`config.mk`:
```
export PLATFORM = sky130hd
export DESIGN_NAME = mem_port_arbiter
export DESIGN_NICKNAME = d
export VERILOG_FILES = /design/src/rtl/mem_port_arbiter.sv
export SDC_FILE = /design/constraint.sdc
export NUM_CORES = 1
export LEC_CHECK = 0
export ABC_AREA = 1
export CORE_ASPECT_RATIO = 2
export CORE_MARGIN = 10
export CORE_UTILIZATION = 44
export DETAILED_ROUTE_END_ITERATION = 16
export GPL_ROUTABILITY_DRIVEN = 0
export HOLD_SLACK_MARGIN = 0.03
export PLACE_DENSITY = 0.83
export SYNTH_ARGS = -nofsm -noshare
export SYNTH_HDL_FRONTEND = slang
export SYNTH_SLANG_ARGS = --single-unit
```
`constraint.sdc`:
```
create_clock -name clk -period 5.4 [get_ports clk]
set_clock_uncertainty 0.2 [all_clocks]
set_input_delay 0.81 -clock clk [delete_from_list [all_inputs] [get_ports clk]]
set_output_delay 0.81 -clock clk [all_outputs]
set_load 0.02 [all_outputs]
```
`src/rtl/mem_port_arbiter.sv`:
```
// mem_port_arbiter
// Shares one single-port memory between the instruction-fetch port and the
// load/store port. Each transaction is granted in IDLE, held on the memory in
// ACCESS until mem_ready or timeout, and answered by a one-cycle response
// pulse in RESP.
// Optional feature macro: MEM_ARB_FAIR_EN. When defined, a fetch that has
// been waiting through MAX_STREAK data grants wins the next arbitration.
// Without it, data always wins.
module mem_port_arbiter #(
    parameter int TIMEOUT    = 16,
    parameter int MAX_STREAK = 4
) (
    input  logic        clk,
    input  logic        rst,
    input  logic        if_req,
    input  logic [31:0] if_addr,
    output logic        if_gnt,
    output logic        if_rvalid,
    output logic [31:0] if_rdata,
    input  logic        d_req,
    input  logic        d_we,
    input  logic [31:0] d_addr,
    input  logic [31:0] d_wdata,
    output logic        d_gnt,
    output logic        d_rvalid,
    output logic [31:0] d_rdata,
    output logic        err,
    output logic        mem_req,
    output logic        mem_we,
    output logic [31:0] mem_addr,
    output logic [31:0] mem_wdata,
    input  logic        mem_ready,
    input  logic [31:0] mem_rdata
);

    // The counter runs 0 .. TIMEOUT-1 while waiting in ACCESS.
    localparam int               CNT_W    = (TIMEOUT > 1) ? $clog2(TIMEOUT) : 1;
    localparam logic [CNT_W-1:0] CNT_LAST = CNT_W'(TIMEOUT - 1);

    typedef enum logic [1:0] {
        ST_IDLE   = 2'd0,
        ST_ACCESS = 2'd1,
        ST_RESP   = 2'd2
    } state_t;

    state_t state_q, state_d;

    logic             owner_d_q;   // 1: data port owns the transaction
    logic             we_q;
    logic [31:0]      addr_q;
    logic [31:0]      wdata_q;
    logic [31:0]      rdata_q;
    logic             err_q;
    logic [CNT_W-1:0] cnt_q;

    logic fetch_turn;
    logic pick_if;
    logic pick_d;
    logic timed_out;

`ifdef MEM_ARB_FAIR_EN
    localparam int                  STREAK_W   = $clog2(MAX_STREAK + 1);
    localparam logic [STREAK_W-1:0] STREAK_MAX = STREAK_W'(MAX_STREAK);

    logic [STREAK_W-1:0] streak_q;

    // Count data grants that made a waiting fetch wait; saturate at the limit
    always_ff @(posedge clk or posedge rst) begin
        if (rst) begin
            streak_q <= '0;
        end else if (state_q == ST_IDLE) begin
            if (pick_if || !if_req) begin
                streak_q <= '0;
            end else if (pick_d && (streak_q != STREAK_MAX)) begin
                streak_q <= streak_q + STREAK_W'(1);
            end
        end
    end

    assign fetch_turn = (streak_q == STREAK_MAX);
`else
    // Strict data priority: any legal MAX_STREAK (>= 1) never hands fetch the turn.
    assign fetch_turn = (MAX_STREAK < 1);
`endif

    // Arbitrate only in IDLE: data first unless the fetch has been starved
    // NOTE: every always_comb output gets a default first so no path leaves it unassigned (no latch).
    always_comb begin
        pick_if = 1'b0;
        pick_d  = 1'b0;
        if (state_q == ST_IDLE) begin
            pick_if = if_req && (!d_req || fetch_turn);
            pick_d  = d_req && !pick_if;
        end
    end

    assign timed_out = (cnt_q == CNT_LAST);

    // Next-state logic; mem_ready wins over a timeout in the same cycle
    always_comb begin
        state_d = state_q;
        unique case (state_q)
            ST_IDLE:   if (pick_if || pick_d)      state_d = ST_ACCESS;
            ST_ACCESS: if (mem_ready || timed_out) state_d = ST_RESP;
            ST_RESP:                               state_d = ST_IDLE;
            default:                               state_d = ST_IDLE;
        endcase
    end

    // State register; reset discards any transaction in flight
    // NOTE: sequential blocks use non-blocking (<=) so every flop samples pre-edge values.
    always_ff @(posedge clk or posedge rst) begin
        if (rst) begin
            state_q <= ST_IDLE;
        end else begin
            state_q <= state_d;
        end
    end

    // Transaction registers: request capture at grant, result capture in ACCESS
    always_ff @(posedge clk or posedge rst) begin
        if (rst) begin
            owner_d_q <= 1'b0;
            we_q      <= 1'b0;
            addr_q    <= '0;
            wdata_q   <= '0;
            rdata_q   <= '0;
            err_q     <= 1'b0;
            cnt_q     <= '0;
        end else begin
            unique case (state_q)
                ST_IDLE: begin
                    if (pick_if || pick_d) begin
                        owner_d_q <= pick_d;
                        we_q      <= pick_d && d_we;
                        addr_q    <= pick_d ? d_addr : if_addr;
                        wdata_q   <= pick_d ? d_wdata : '0;
                        cnt_q     <= '0;
                    end
                end
                ST_ACCESS: begin
                    if (mem_ready) begin
                        rdata_q <= we_q ? '0 : mem_rdata;
                        err_q   <= 1'b0;
                    end else if (timed_out) begin
                        rdata_q <= '0;
                        err_q   <= 1'b1;
                    end else begin
                        cnt_q <= cnt_q + CNT_W'(1);
                    end
                end
                default: ;
            endcase
        end
    end

    // Grants are combinational from IDLE and forced low while reset is held
    assign if_gnt    = pick_if && !rst;
    assign d_gnt     = pick_d && !rst;

    assign if_rvalid = (state_q == ST_RESP) && !owner_d_q;
    assign d_rvalid  = (state_q == ST_RESP) && owner_d_q;
    assign if_rdata  = if_rvalid ? rdata_q : '0;
    assign d_rdata   = d_rvalid ? rdata_q : '0;
    assign err       = (state_q == ST_RESP) && err_q;

    assign mem_req   = (state_q == ST_ACCESS);
    assign mem_we    = mem_req && we_q;
    assign mem_addr  = mem_req ? addr_q : '0;
    assign mem_wdata = mem_req ? wdata_q : '0;

endmodule

```
# [After elaboration in Yosys (flattened, before gate mapping)]
# Cells that the tools add are included.
[totals] register_bits=105 input_bits=134 output_inout_bits=135 word_cells=58
[classes] add_sub_neg=1 eq_ne=7 muxes=20 reduce_logical=22
[op_table] cell="2-to-1 mux 32 bit" n=9
[op_table] cell="2-to-1 mux 4 bit" n=3
[op_table] cell="logical AND 1 bit" n=9
[op_table] cell="case mux 4 bit (2 select lines)" n=1
[op_table] cell="AND reduction 2 bit" n=3
[op_table] cell="adder 4 x 1 -> 4 bit, second input constant" n=1
[op_table] cell="equality test 4 bit, second input constant" n=1
[op_table] cell="zero test 1 bit" n=4
[op_table] cell="2-to-1 mux 1 bit" n=4
[op_table] cell="2-to-1 mux 2 bit" n=2
[op_table] cell="inequality test 2 x 1 -> 1 bit, second input constant" n=2
[op_table] cell="inequality test 2 bit, second input constant" n=2
[op_table] cell="case mux 2 bit (2 select lines)" n=1
[op_table] cell="AND reduction 4 bit" n=1
[op_table] cell="nonzero test 2 bit" n=2
[op_table] cell="equality test 2 x 1 -> 1 bit, second input constant" n=1
[op_table] cell="equality test 2 bit, second input constant" n=1
[op_table] cell="zero test 2 bit" n=1
[op_table] cell="logical OR 1 bit" n=2

# [Depth between registers and ports, before layout]
[depth] depth_word=8 depth_mapped=7 ltp_nobuf=6

# [Worst setup path after synthesis]
# No wires, ideal clock.
[synth_path] kind="input to output" start="input d_req" end="output if_gnt" arrival_ps=1814 required_time_ps=4390 setup_slack_ps=2576 stages=4 n_path_buf=3 path_cell_list="clkbuf_2 -> buf_2 -> buf_1 -> nor3_1"
[synth_via] elab_chain_len=4
[synth_rtl] item="start, declared" line_no="20" text="input logic d_req,"
[synth_rtl] item="zero test 1 bit" line_no="92" text="pick_if = if_req && (!d_req || fetch_turn);"
[synth_rtl] item="logical AND 1 bit" line_no="92"
[synth_rtl] item="2-to-1 mux 1 bit" line_no="91" text="if (state_q == ST_IDLE) begin"
[synth_rtl] item="logical AND 1 bit" line_no="158" text="assign if_gnt = pick_if && !rst;"
[synth_rtl] item="end, declared" line_no="17" text="output logic if_gnt,"
# Every way passes these cells.

# [Worst setup path after layout]
[layout_path] start="register state_q[0]" end="output mem_we"
[layout_via] elab_chain_len=2
[layout_rtl] item="start, declared" line_no="46" text="state_t state_q, state_d;"
[layout_rtl] item="start signal, assigned" line_no="116" text="state_q <= state_d;"
[layout_rtl] item="equality test 2 x 1 -> 1 bit" line_no="167" text="assign mem_req = (state_q == ST_ACCESS);"
[layout_rtl] item="logical AND 1 bit" line_no="168" text="assign mem_we = mem_req && we_q;"
[layout_rtl] item="end, declared" line_no="29" text="output logic mem_we,"
# Every way passes these cells.

==> summary.md <==
| Metric | Value |
|---|---|
| Vias per cell | `4.99` |
| DIE HEIGHT | `176 um` |
| Crit end category | `output pin` |
| Via count | `about 5600` |
| Sw frac | `42.7%` |
| Cells after Synth | `728` |
| Syn Area/Cell | `7.33 um^2` |
| Clock Power Share | `16.7%` |
| Initial antenna violation count | `2` |
| Most common cell on crit path | `inv_2` |
| CTS tree | `yes` |
| Post-DP HPWL | `14.2 mm` |
| Fmax | `279 MHz` |
| Number of global-route vias before repair | `roughly 5600` |
| RSZ-0062 raised after global routing | `no` |
| Area grow syn2layout | `56.0%` |
| Seq pwr share | `31.4%` |
| Reg2reg setup slack | `2810 ps` |
| Rel. slew slack | `27.1%` |
| Final setup margin | `1810 ps` |
| Root Buffer | `clkbuf_16` |
| GRT overflow | `0` |
| Post-CTS Hold Buffers | `0` |
| Worst-margin pin slew | `1090 ps` |
| Maximum VDD drop | `0.304 mV` |
| Setup bufs post-CTS | `0` |
| CP Launch Type | `flip-flop` |
| Global routing's busiest layer | `met2` |
| Max stage delay on crit path | `640 ps` |
| First-pass GRT wire length | `29.7 mm` |
| Comb pwr share | `51.9%` |
| Distinct cells, synth | `23` |
| Critical Path RT | `4390 ps` |
| Most frequent cells in the layout | `clkdlybuf4s50_1, nor2_1, nand2_1` |
| WHS Path Cells | `2` |
| Final hold violations | `0` |
| Status | `finished, final reports clean` |
| RR Endpoint | `addr_q[13]` |
| Share of layout cells above drive strength 1 | `3.52%` |
| Final wirelength | `18.8 mm` |
| FF-to-FF path depth | `5` |
| I/O pin total | `between 200 and 300` |
| Grt met2 use | `between 30% and 40%` |
| CP max FO | `50` |
| Final setup viols | `0` |
| H-tree depth | `3` |
| Die area | `17200 um^2` |
| Starting Density | `45.1%` |
| Hold/Removal Path Class | `flip-flop to flip-flop` |
| GR Util met3 | `6.64%` |
| Post-place setup slack | `1950 ps` |
| CP max stage cell | `inv_2` |
| Core Box Area | `11800 um^2` |
| Worst hold path startpoint | `addr_q[25]` |
| Final worst-path cycle share | `66.4%` |
| Slew Viols, Final | `0` |
| Minimum clock period after layout | `roughly 3600 ps` |
| Register area share after synthesis | `49.2%` |
| FP Rows | `56` |
| Max Root-Sink Buffers | `2` |
| Grt met1 use | `22.3%` |
| P_int | `2.28 mW` |
| Port Buffers | `approximately 270` |
| DRT iter0 DRCs | `232` |
| Drt drc | `0` |
| Post-Syn Area | `roughly 5300 um^2` |
| Num CTS Buffers | `9` |
| Static Leak | `roughly 3.7 nW` |
| Final TNS setup | `0 ps` |
| Syn nets | `863` |
| ANT nets after route | `0` |
| Max-Cap Viols | `0` |
| Crit-path cells | `inv_2 > nor2_4 > inv_2 > buf_4 > nor2_1 > clkdlybuf4s50_1` |
| RR Startpoint | `state_q[1]` |
| GRT Total Usage | `21.2%` |
| CP Class | `flip-flop to output pin` |
| Clk sinks | `105` |
| #FFs+latches synth | `105` |
| Per-cell routed wire length | `16.9 um` |
| Crit path DAT | `2580 ps` |
| Largest net degree at the start of global routing | `77` |
| Yosys warns | `0` |
| Worst-path clk slew | `60 ps` |
| PostCTS Resize Cnt | `0` |
| Hold endpoint | `addr_q[25]` |
| Chip width | `just under 100 um` |
| Commonest non-fill, non-tap cell in the layout | `clkdlybuf4s50_1` |
| Layout Nets | `1096` |
| Worst skew pair latency | `between 300 and 400 ps` |
| PwrDens | `between 400 and 500 nW/um^2` |
| Switching power total | `1.70 mW` |
| Drt pass-1 iters | `4` |
==> power groups by stage <==
stage / sequential (mW) / clock [mW] / combinational (mW)
5_1_grt: 1.29 / 0.714 / 2.28
3_3_place_gp: 1.25 / 0 / 2.04
4_1_cts: 1.25 / 0.678 / 2.09
3_5_place_dp: 1.26 / 0 / 2.08
6_report: 1.25 / 0.665 / 2.07
2_1_floorplan: 1.23 / 0 / 1.29
==> metal layers <==
layer	routed length [um]	share of wire, %	up-vias
met5	0	0	-
met4	718	3.8	0
met3	1430	7.6	35
met2	9900	53	227
met1	6740	36	2554
li1	-	-	2739
==> registers in the layout, indices dropped and copies added, names as in the netlist <==
name,flops
addr_q,32
state_q,2
rdata_q,32
wdata_q,32
we_q,1
err_q,1
owner_d_q,1
cnt_q,4
==> synthesized netlist by cell type, drive strengths merged <==
master	number	area, um^2
clkbuf	33	125
ha	1	12.5
nand2	112	420
nand3	72	360
nor3	1	5.00
nor2	141	539
clkinv	1	3.75
xnor2	1	8.76
dfrtp	105	2630
buf	21	125
a21oi	1	5.00
inv	108	405
nand4	32	200
o21ai	99	499
==> critical path: cells and delay by family (launching register included) <==
kind,cells,cell delay [ps]
buffers and inverters,4,1700
DFF,1,410
and+or+nand+nor,2,110
==> final cells by class <==
type	count	area, um^2
Tap cell	145	181
Clock buffer	12	256
Timing Repair Buffer	276	2740
Fill cell	956	3510
Antenna cell	2	5.00
Inverter	109	412
Sequential cell	105	2630
Multi-Input combinational cell	460	2060
Clock inverter	4	51.3
==> cell families (layout without fill, tap and decap cells) <==
logic type / Yosys count / after routing / share of synthesized area [%]
buf+inv: 163 / 401 / 12.4
compound gates: 100 / 100 / 9.45
flops: 105 / 105 / 49.2
xor+xnor: 1 / 1 / 0.164
simple gates: 358 / 358 / 28.6
other cells: 0 / 2 / 0
fa+ha+maj: 1 / 1 / 0.234
==> worst max path at each step <==
stage / from / end / slack, ps / cells after the start
finish: state_q[0] / mem_we / 1810 / 6
global route: state_q[0] / mem_we / 1660 / 6
detailed placement: d_req / if_gnt / 1950 / 4
global placement: d_req / if_gnt / 1940 / 4
CTS: state_q[0] / mem_we / 1780 / 6
floorplan: rst / addr_q[0] / 1630 / 1
==> stage by stage <==
stage | power (mW) | instance area [um^2] | hold slack (ps) | instances | utilization [%]
3_3_place_gp | 3.29 | 8010 | 299 | 1095 | 67.7
4_1_cts | 4.02 | 8320 | 322 | 1111 | 70.3
6_report | 3.98 | 8330 | 318 | 1113 | 70.3
5_1_grt | 4.28 | 8330 | 343 | 1113 | 70.3
3_5_place_dp | 3.34 | 8010 | 307 | 1095 | 67.7
2_1_floorplan | 2.53 | 5340 | 286 | 728 | -
Power figures use the tool's default switching activity.
